$ cat config.mk
export PLATFORM = sky130hd
export DESIGN_NAME = fifo_dp_ctrl
export DESIGN_NICKNAME = d
export VERILOG_FILES = /design/src/rtl/fifo_dp_ctrl.sv
export SDC_FILE = /design/constraint.sdc
export NUM_CORES = 1
export LEC_CHECK = 0
export CAP_MARGIN = 20
export CORE_AREA = 5 5 76 95
export CTS_CLUSTER_SIZE = 40
export DETAILED_ROUTE_END_ITERATION = 16
export DIE_AREA = 0 0 81 100
export GPL_TIMING_DRIVEN = 0
export PLACE_DENSITY = 0.86
export SYNTH_ARGS = -nofsm -noshare
export SYNTH_HDL_FRONTEND = slang
export SYNTH_SLANG_ARGS = --single-unit
$ cat constraint.sdc
create_clock -name clk -period 2.63 [get_ports clk]
set_clock_uncertainty 0.15 [all_clocks]
set_input_delay 0.526 -clock clk [delete_from_list [all_inputs] [get_ports clk]]
set_output_delay 0.526 -clock clk [all_outputs]
set_load 0.05 [all_outputs]
$ cat src/rtl/fifo_dp_ctrl.sv
// fifo_dp_ctrl: single-clock FIFO controller driving an external asynchronous dual-port RAM.
//   Port 0 of the RAM is used only for writes, port 1 only for reads.
//   clk, rst (async, active high)
//   wr_en/wr_data          : write request and word
//   rd_en/rd_data/rd_valid : read request, returned word, and its one-cycle qualifier
//   full/empty/almost_full/count : occupancy status, all registered
//   overflow/underflow     : one-cycle pulses for rejected write/read
//   address_0/cs_0/we_0/oe_0/ram_wdata : RAM write port
//   address_1/cs_1/we_1/oe_1/ram_rdata : RAM read port
module fifo_dp_ctrl #(
    parameter int DATA_WIDTH = 8,
    parameter int ADDR_WIDTH = 8,
    parameter int AF_LEVEL   = (1 << ADDR_WIDTH) - 4
) (
    input  logic                  clk,
    input  logic                  rst,
    input  logic                  wr_en,
    input  logic [DATA_WIDTH-1:0] wr_data,
    input  logic                  rd_en,
    output logic [DATA_WIDTH-1:0] rd_data,
    output logic                  rd_valid,
    output logic                  full,
    output logic                  empty,
    output logic                  almost_full,
    output logic [ADDR_WIDTH:0]   count,
    output logic                  overflow,
    output logic                  underflow,
    output logic [ADDR_WIDTH-1:0] address_0,
    output logic                  cs_0,
    output logic                  we_0,
    output logic                  oe_0,
    output logic [DATA_WIDTH-1:0] ram_wdata,
    output logic [ADDR_WIDTH-1:0] address_1,
    output logic                  cs_1,
    output logic                  we_1,
    output logic                  oe_1,
    input  logic [DATA_WIDTH-1:0] ram_rdata
);
    localparam logic [ADDR_WIDTH:0] DEPTH = (ADDR_WIDTH+1)'(1 << ADDR_WIDTH);
    localparam logic [ADDR_WIDTH:0] AF    = (ADDR_WIDTH+1)'(AF_LEVEL);

    logic [ADDR_WIDTH-1:0] wptr, rptr;
    logic                  wr_ok, rd_ok;
    logic [ADDR_WIDTH:0]   count_nxt;

    // Acceptance uses the registered count only, so a word written at edge E
    // cannot be read-strobed before its own write strobe has completed.
    always_comb begin
        wr_ok     = wr_en && (count != DEPTH);
        rd_ok     = rd_en && (count != '0);
        count_nxt = (wr_ok && !rd_ok) ? count + 1'b1 :
                    (rd_ok && !wr_ok) ? count - 1'b1 : count;
    end

    assign we_1 = 1'b0;
    assign oe_0 = 1'b0;

    always_ff @(posedge clk or posedge rst) begin
        if (rst) begin
            wptr        <= '0;
            rptr        <= '0;
            count       <= '0;
            empty       <= 1'b1;
            full        <= 1'b0;
            almost_full <= 1'b0;
            overflow    <= 1'b0;
            underflow   <= 1'b0;
            rd_data     <= '0;
            rd_valid    <= 1'b0;
            address_0   <= '0;
            ram_wdata   <= '0;
            cs_0        <= 1'b0;
            we_0        <= 1'b0;
            address_1   <= '0;
            cs_1        <= 1'b0;
            oe_1        <= 1'b0;
        end else begin
            wptr        <= wptr + ADDR_WIDTH'(wr_ok);
            rptr        <= rptr + ADDR_WIDTH'(rd_ok);
            count       <= count_nxt;
            empty       <= (count_nxt == '0);
            full        <= (count_nxt == DEPTH);
            almost_full <= (count_nxt >= AF);
            overflow    <= wr_en && !wr_ok;
            underflow   <= rd_en && !rd_ok;
            cs_0        <= wr_ok;
            we_0        <= wr_ok;
            // Address/data hold between strobes so the async RAM never sees a glitch.
            if (wr_ok) begin
                address_0 <= wptr;
                ram_wdata <= wr_data;
            end
            cs_1 <= rd_ok;
            oe_1 <= rd_ok;
            if (rd_ok)
                address_1 <= rptr;
            // Data is captured at the end of the one-cycle read strobe.
            rd_valid <= cs_1;
            if (cs_1)
                rd_data <= ram_rdata;
        end
    end
endmodule
==> results of run 1 <==
[worst max-delay path, cell delays in order (launching register included)]
cell and delay (ns):
dfrtp_2 0.45, inv_1 0.14, ha_4 0.17, nor4b_4 0.23, nand2_2 0.10, nand2_4 0.11
inv_2 0.07, clkbuf_4 0.20, ha_1 0.23, ha_1 0.21, nand3_1 0.13, nor2_1 0.07
xor2_1 0.14
[through the flow]
step                TNS [ns]  instances
floorplan                  0        243
global placement      -48.37        396
detailed placement     -2.04        397
CTS                        0        411
global route               0        415
finish                     0        415
[Yosys cell counts, drive strengths merged]
library cell  count
dfrtp            64
nand2            32
mux2             24
inv              10
nor2             10
xnor2             9
nand3             8
xor2              8
buf               7
o21ai             7
clkbuf            6
nand4             6
and3              5
ha                5
nor3              4
nor3b             4
and4              3
nor4              3
a21oi             2
a31oi             2
and2              2
o2111ai           2
o21a              2
a21boi            1
a22o              1
a32oi             1
a41o              1
a41oi             1
and4bb            1
conb              1
dfstp             1
nand4b            1
nor4b             1
o211ai            1
o221ai            1
o31ai             1
o41ai             1
or2               1
or3b              1
or4               1
[cell usage in the layout (no fill, tap or decap), drive strengths merged, types with 3 or more instances in the layout]
master / n
clkdlybuf4s50: 68
dfrtp: 64
nand2: 32
mux2: 24
clkbuf: 17
buf: 12
nor2: 10
inv: 10
xnor2: 9
nand3: 8
xor2: 8
o21ai: 7
nand4: 6
and3: 5
ha: 5
nor3b: 4
nor3: 4
and4: 3
nor4: 3
[what timing repair did]
item	in CTS	in global routing
pin swaps	1	3
endpoints found under the setup margin	13	13
gates resized for setup	5	12
hold buffers	0	0
setup buffers	0	4
[per-layer routing]
layer,share of wire [%],track usage (%),vias to the layer above
li1,-,-,1006
met4,2.7,8.06,0
met1,38,18.4,1087
met5,0,0,-
met2,53,28.8,60
met3,5.7,5.12,17
[path summary, 6_finish.rpt]
kind	cells past startpoint	from	slack [ns]	end
hold reg to reg	0	oe_1	0.29	rd_valid
max in group asynchronous	3	rst	1.22	empty
setup / recovery	12	count[1]	0.12	rptr[6]
min in group asynchronous	2	rst	0.44	ram_wdata[0]
hold / removal	0	oe_1	0.29	rd_valid
setup reg to reg	12	count[1]	0.12	rptr[6]
[logic make-up after synthesis]
| family | after synthesis | share of synthesized area [%] |
|---|---|---|
| flops | 65 | 55.5 |
| compound gates | 24 | 6.91 |
| xor+xnor | 17 | 5.07 |
| other cells | 1 | 0.128 |
| simple gates | 83 | 16.3 |
| fa+ha+maj | 5 | 2.13 |
| buf+inv | 23 | 4.82 |
| mux | 24 | 9.21 |
[sequential cells by signal, indices dropped and copies added (netlist names)]
register	flops
almost_full	1
ram_wdata	8
empty	1
underflow	1
overflow	1
rptr	8
oe_1	1
count	9
rd_valid	1
full	1
rd_data	8
we_0	1
address_0	8
address_1	8
wptr	8
[power breakdown]
part,internal [uW],leakage [uW],switching [uW]
combinational,771,0.000859,1280
clock,379,0.0000871,360
sequential,1300,0.000799,277
[final cells by class]
| cell class | count | area [sq um] |
|---|---|---|
| Tap cell | 85 | 106 |
| Sequential cell | 65 | 1630 |
| Timing Repair Buffer | 73 | 731 |
| Multi-Input combinational cell | 155 | 1240 |
| Clock buffer | 11 | 151 |
| Fill cell | 498 | 2140 |
| Inverter | 10 | 37.5 |
| Clock inverter | 3 | 17.5 |
| Buffer | 13 | 109 |
==> metrics, run 1 <==
Final setup viols 0; status completed; register area share after synthesis 55.5%; Leak Pwr 0.00175 uW; DR pass1 iterations 4; ANT nets after route 0; min setup slack post-route 0.120 ns; largest net degree at the start of global routing 37; Worst Path Arrival 2.58 ns; max cap viols 0; Root Buffer Master clkbuf_8; initial core utilization 47.6%; Fmax 398 MHz; Worst Hold Class reg2reg; Synth top area share 54.6%; CTS H-Tree Depth 3; Slew @ Worst Pin 0.645 ns; Clk pin slew, worst setup/hold paths 0.07 ns; IO Port Bufs 68; WL per Instance 15.4 um; Crit Path Category reg2reg; synthesis-to-finish area growth 37.2%; DIE HEIGHT 100 um; routability cong. 0.822; final hold viol count 0; RSZ-0062 raised after global routing false; CP max FO 11; I/O pin count 73; syn avg cell area 12.1 sq um; core area 6170 sq um; DR iter-0 viols 130; power per cell area 1080 nW/um^2; DP Area 3750 sq um; post-synthesis cell type count 55; vias in the first global route 2306; nets 352; CTS tree done; Die ar. 8100 sq um; Clock Path Buffers 2; endpoint class of the critical path flip-flop; initial antenna violation count 0; Slew HR 57.0%; Power Total 4360 uW; worst slack at placement -0.209 ns; GRT Total Usage 16.7%; # diodes 0; die width 81 um; Worst-Skew Late Latency 0.34 ns; Detailed Place HPWL 4490 um; Slew Limit Fails 0; Final Cycle Share 95.4%; Residual DRC 0; Mapped Area 2940 sq um; #FFs+latches synth 65; Hold WS 0.289 ns; TritonCTS Buffers 9; GRT overflow 0; Finished Cell Area 4030 sq um; DR vias 2170; post-synthesis cell count 242; yosys warns 0; largest area contributor in the netlist dfrtp_1; fin crit period 2.51 ns; share of layout cells above drive strength 1 26.7%; CP required 2.70 ns; final WL 6400 um; top post-synthesis cells by area dfrtp_1, mux2_2, nand2_1; Max IR drop VDD 0.739 mV; FP Rows 32; utilization after layout 65.3%; routed vias/inst 5.23; Startpoint Class flip-flop; first-pass GRT wire length 10500 um; clk sinks 65
Note: power is estimated with default switching activity, not from simulation.
==> run 2: changes to the inputs <==
SLEW_MARGIN = 20   (was unset)
==> metrics, run 2 (synthesis gave the netlist of run 1 again) <==
Final setup viols 0 (unchanged); endpoint class of the critical path flip-flop (unchanged); GRT overflow 0 (unchanged); Fmax 394 MHz (was 398 MHz); Leak Pwr 0.00175 uW (about the same); DIE HEIGHT 100 um (unchanged); ANT nets after route 0 (unchanged); Worst Path Arrival 2.66 ns (was 2.58 ns); synthesis-to-finish area growth 38.6% (was 37.2%); CTS hold repair buffers 0 (unchanged); vias in the first global route 2288 (was 2306); IO Port Bufs 68 (unchanged); largest reg by FF count count (unchanged); Clock Path Buffers 2 (unchanged); commonest non-fill, non-tap cell in the layout clkdlybuf4s50_1 (unchanged); final WL 6430 um (was 6400 um); WL per Instance 15.5 um (was 15.4 um); CP required 2.76 ns (was 2.70 ns); Largest register FFs 9 (unchanged); min setup slack post-route 0.0937 ns (was 0.120 ns); Placed Cells 397 (unchanged); max cap viols 0 (unchanged); FP Rows 32 (unchanged); area occupied by registers 1630 sq um (unchanged); Finished Cell Area 4070 sq um (was 4030 sq um); clk sinks 65 (unchanged); fin crit period 2.54 ns (was 2.51 ns); initial antenna violation count 0 (unchanged); nets 351 (was 352); Root Buffer Master clkbuf_8 (unchanged); # diodes 0 (unchanged); CTS H-Tree Depth 3 (unchanged); Layout fillers 491 (was 498); DR pass1 iterations 4 (unchanged); Startpoint Class flip-flop (unchanged); TritonCTS Buffers 9 (unchanged); CP max FO 7 (was 11); die width 81 um (unchanged); Die ar. 8100 sq um (unchanged); Power Total 4530 uW (was 4360 uW); Slew HR 55.8% (was 57.0%); Final Cycle Share 96.4% (was 95.4%); Residual DRC 0 (unchanged); DR vias 2182 (was 2170); Max IR drop VDD 0.715 mV (was 0.739 mV); largest net degree at the start of global routing 39 (was 37); most frequent cells in the layout clkdlybuf4s50_1, dfrtp_1, nand2_1, mux2_2, clkbuf_8 (unchanged); CTS tree done (unchanged); Slew Limit Fails 0 (unchanged); worst slack at placement -0.199 ns (was -0.209 ns); I/O pin count 73 (unchanged); final hold viol count 0 (unchanged); initial core utilization 47.6% (unchanged); GRT Total Usage 17.2% (was 16.7%); status completed (unchanged); DP Area 3750 sq um (about the same); routability cong. 0.822 (unchanged); utilization after layout 66.0% (was 65.3%); Worst Hold Class reg2reg (unchanged); Clk pin slew, worst setup/hold paths 0.07 ns (about the same); Detailed Place HPWL 4490 um (about the same); routed vias/inst 5.25 (was 5.23); power per cell area 1110 nW/um^2 (was 1080 nW/um^2); first-pass GRT wire length 10700 um (was 10500 um); DR iter-0 viols 215 (was 130); Slew @ Worst Pin 0.657 ns (was 0.645 ns); Post-Layout Cell Count 416 (was 415); share of layout cells above drive strength 1 26.6% (was 26.7%); Multi-input gate area 1250 sq um (was 1240 sq um); core area 6170 sq um (unchanged); Crit Path Category reg2reg (unchanged); Worst-Skew Late Latency 0.34 ns (about the same)
## run 2: metal layers
metal  GRT usage, %  up-vias  share of wire, %
met2           29.0       67                54
met1           19.3     1098                38
li1               -     1001                 -
met3           4.58       16               5.5
met5              0        -                 0
met4           9.75        0               2.8
## run 2: worst paths after layout
path	cells past startpoint	endpoint	slack (ns)	start
hold reg to reg	0	rd_valid	0.29	oe_1
min in group asynchronous	2	rd_data[4]	0.37	rst
setup reg to reg	8	almost_full	0.09	count[0]
max in group asynchronous	3	empty	1.39	rst
setup / recovery	8	almost_full	0.09	count[0]
hold / removal	0	rd_valid	0.29	oe_1
## run 2: report_power, final
group	internal (uW)	switching (uW)	total, uW
registers	1300	279	1580
logic	768	1280	2040
clock network	532	378	910
## run 2: layout make-up
type,count,area share (%)
buffer,13,2.68
clock buffer,11,3.23
clock inverter,5,1.97
inverter,10,0.984
multi-input combinational,155,30.7
sequential,65,40.1
tap,85,2.61
timing repair buffer,72,17.8
## run 2: critical path, cell delays in order, from the launching register on
cell	delay, ns
dfrtp_2	0.46
inv_2	0.11
ha_4	0.16
or3b_2	0.51
o21ai_4	0.26
a31oi_2	0.15
xor2_2	0.19
nor4_2	0.28
a41o_1	0.20
## run 2: what timing repair did
item	in CTS	in global routing
buffers inserted	1	2
endpoints found under the setup margin	13	12
pin swaps	1	2
gates resized for setup	5	13
## run 2: per-stage QoR
stage                     TNS, ns  hold WS (ns)
after floorplan                 0         0.286
after global placement     -48.37         0.276
after detailed placement    -1.97         0.276
after CTS                       0         0.291
after global routing      -0.0311         0.318
final                           0         0.288
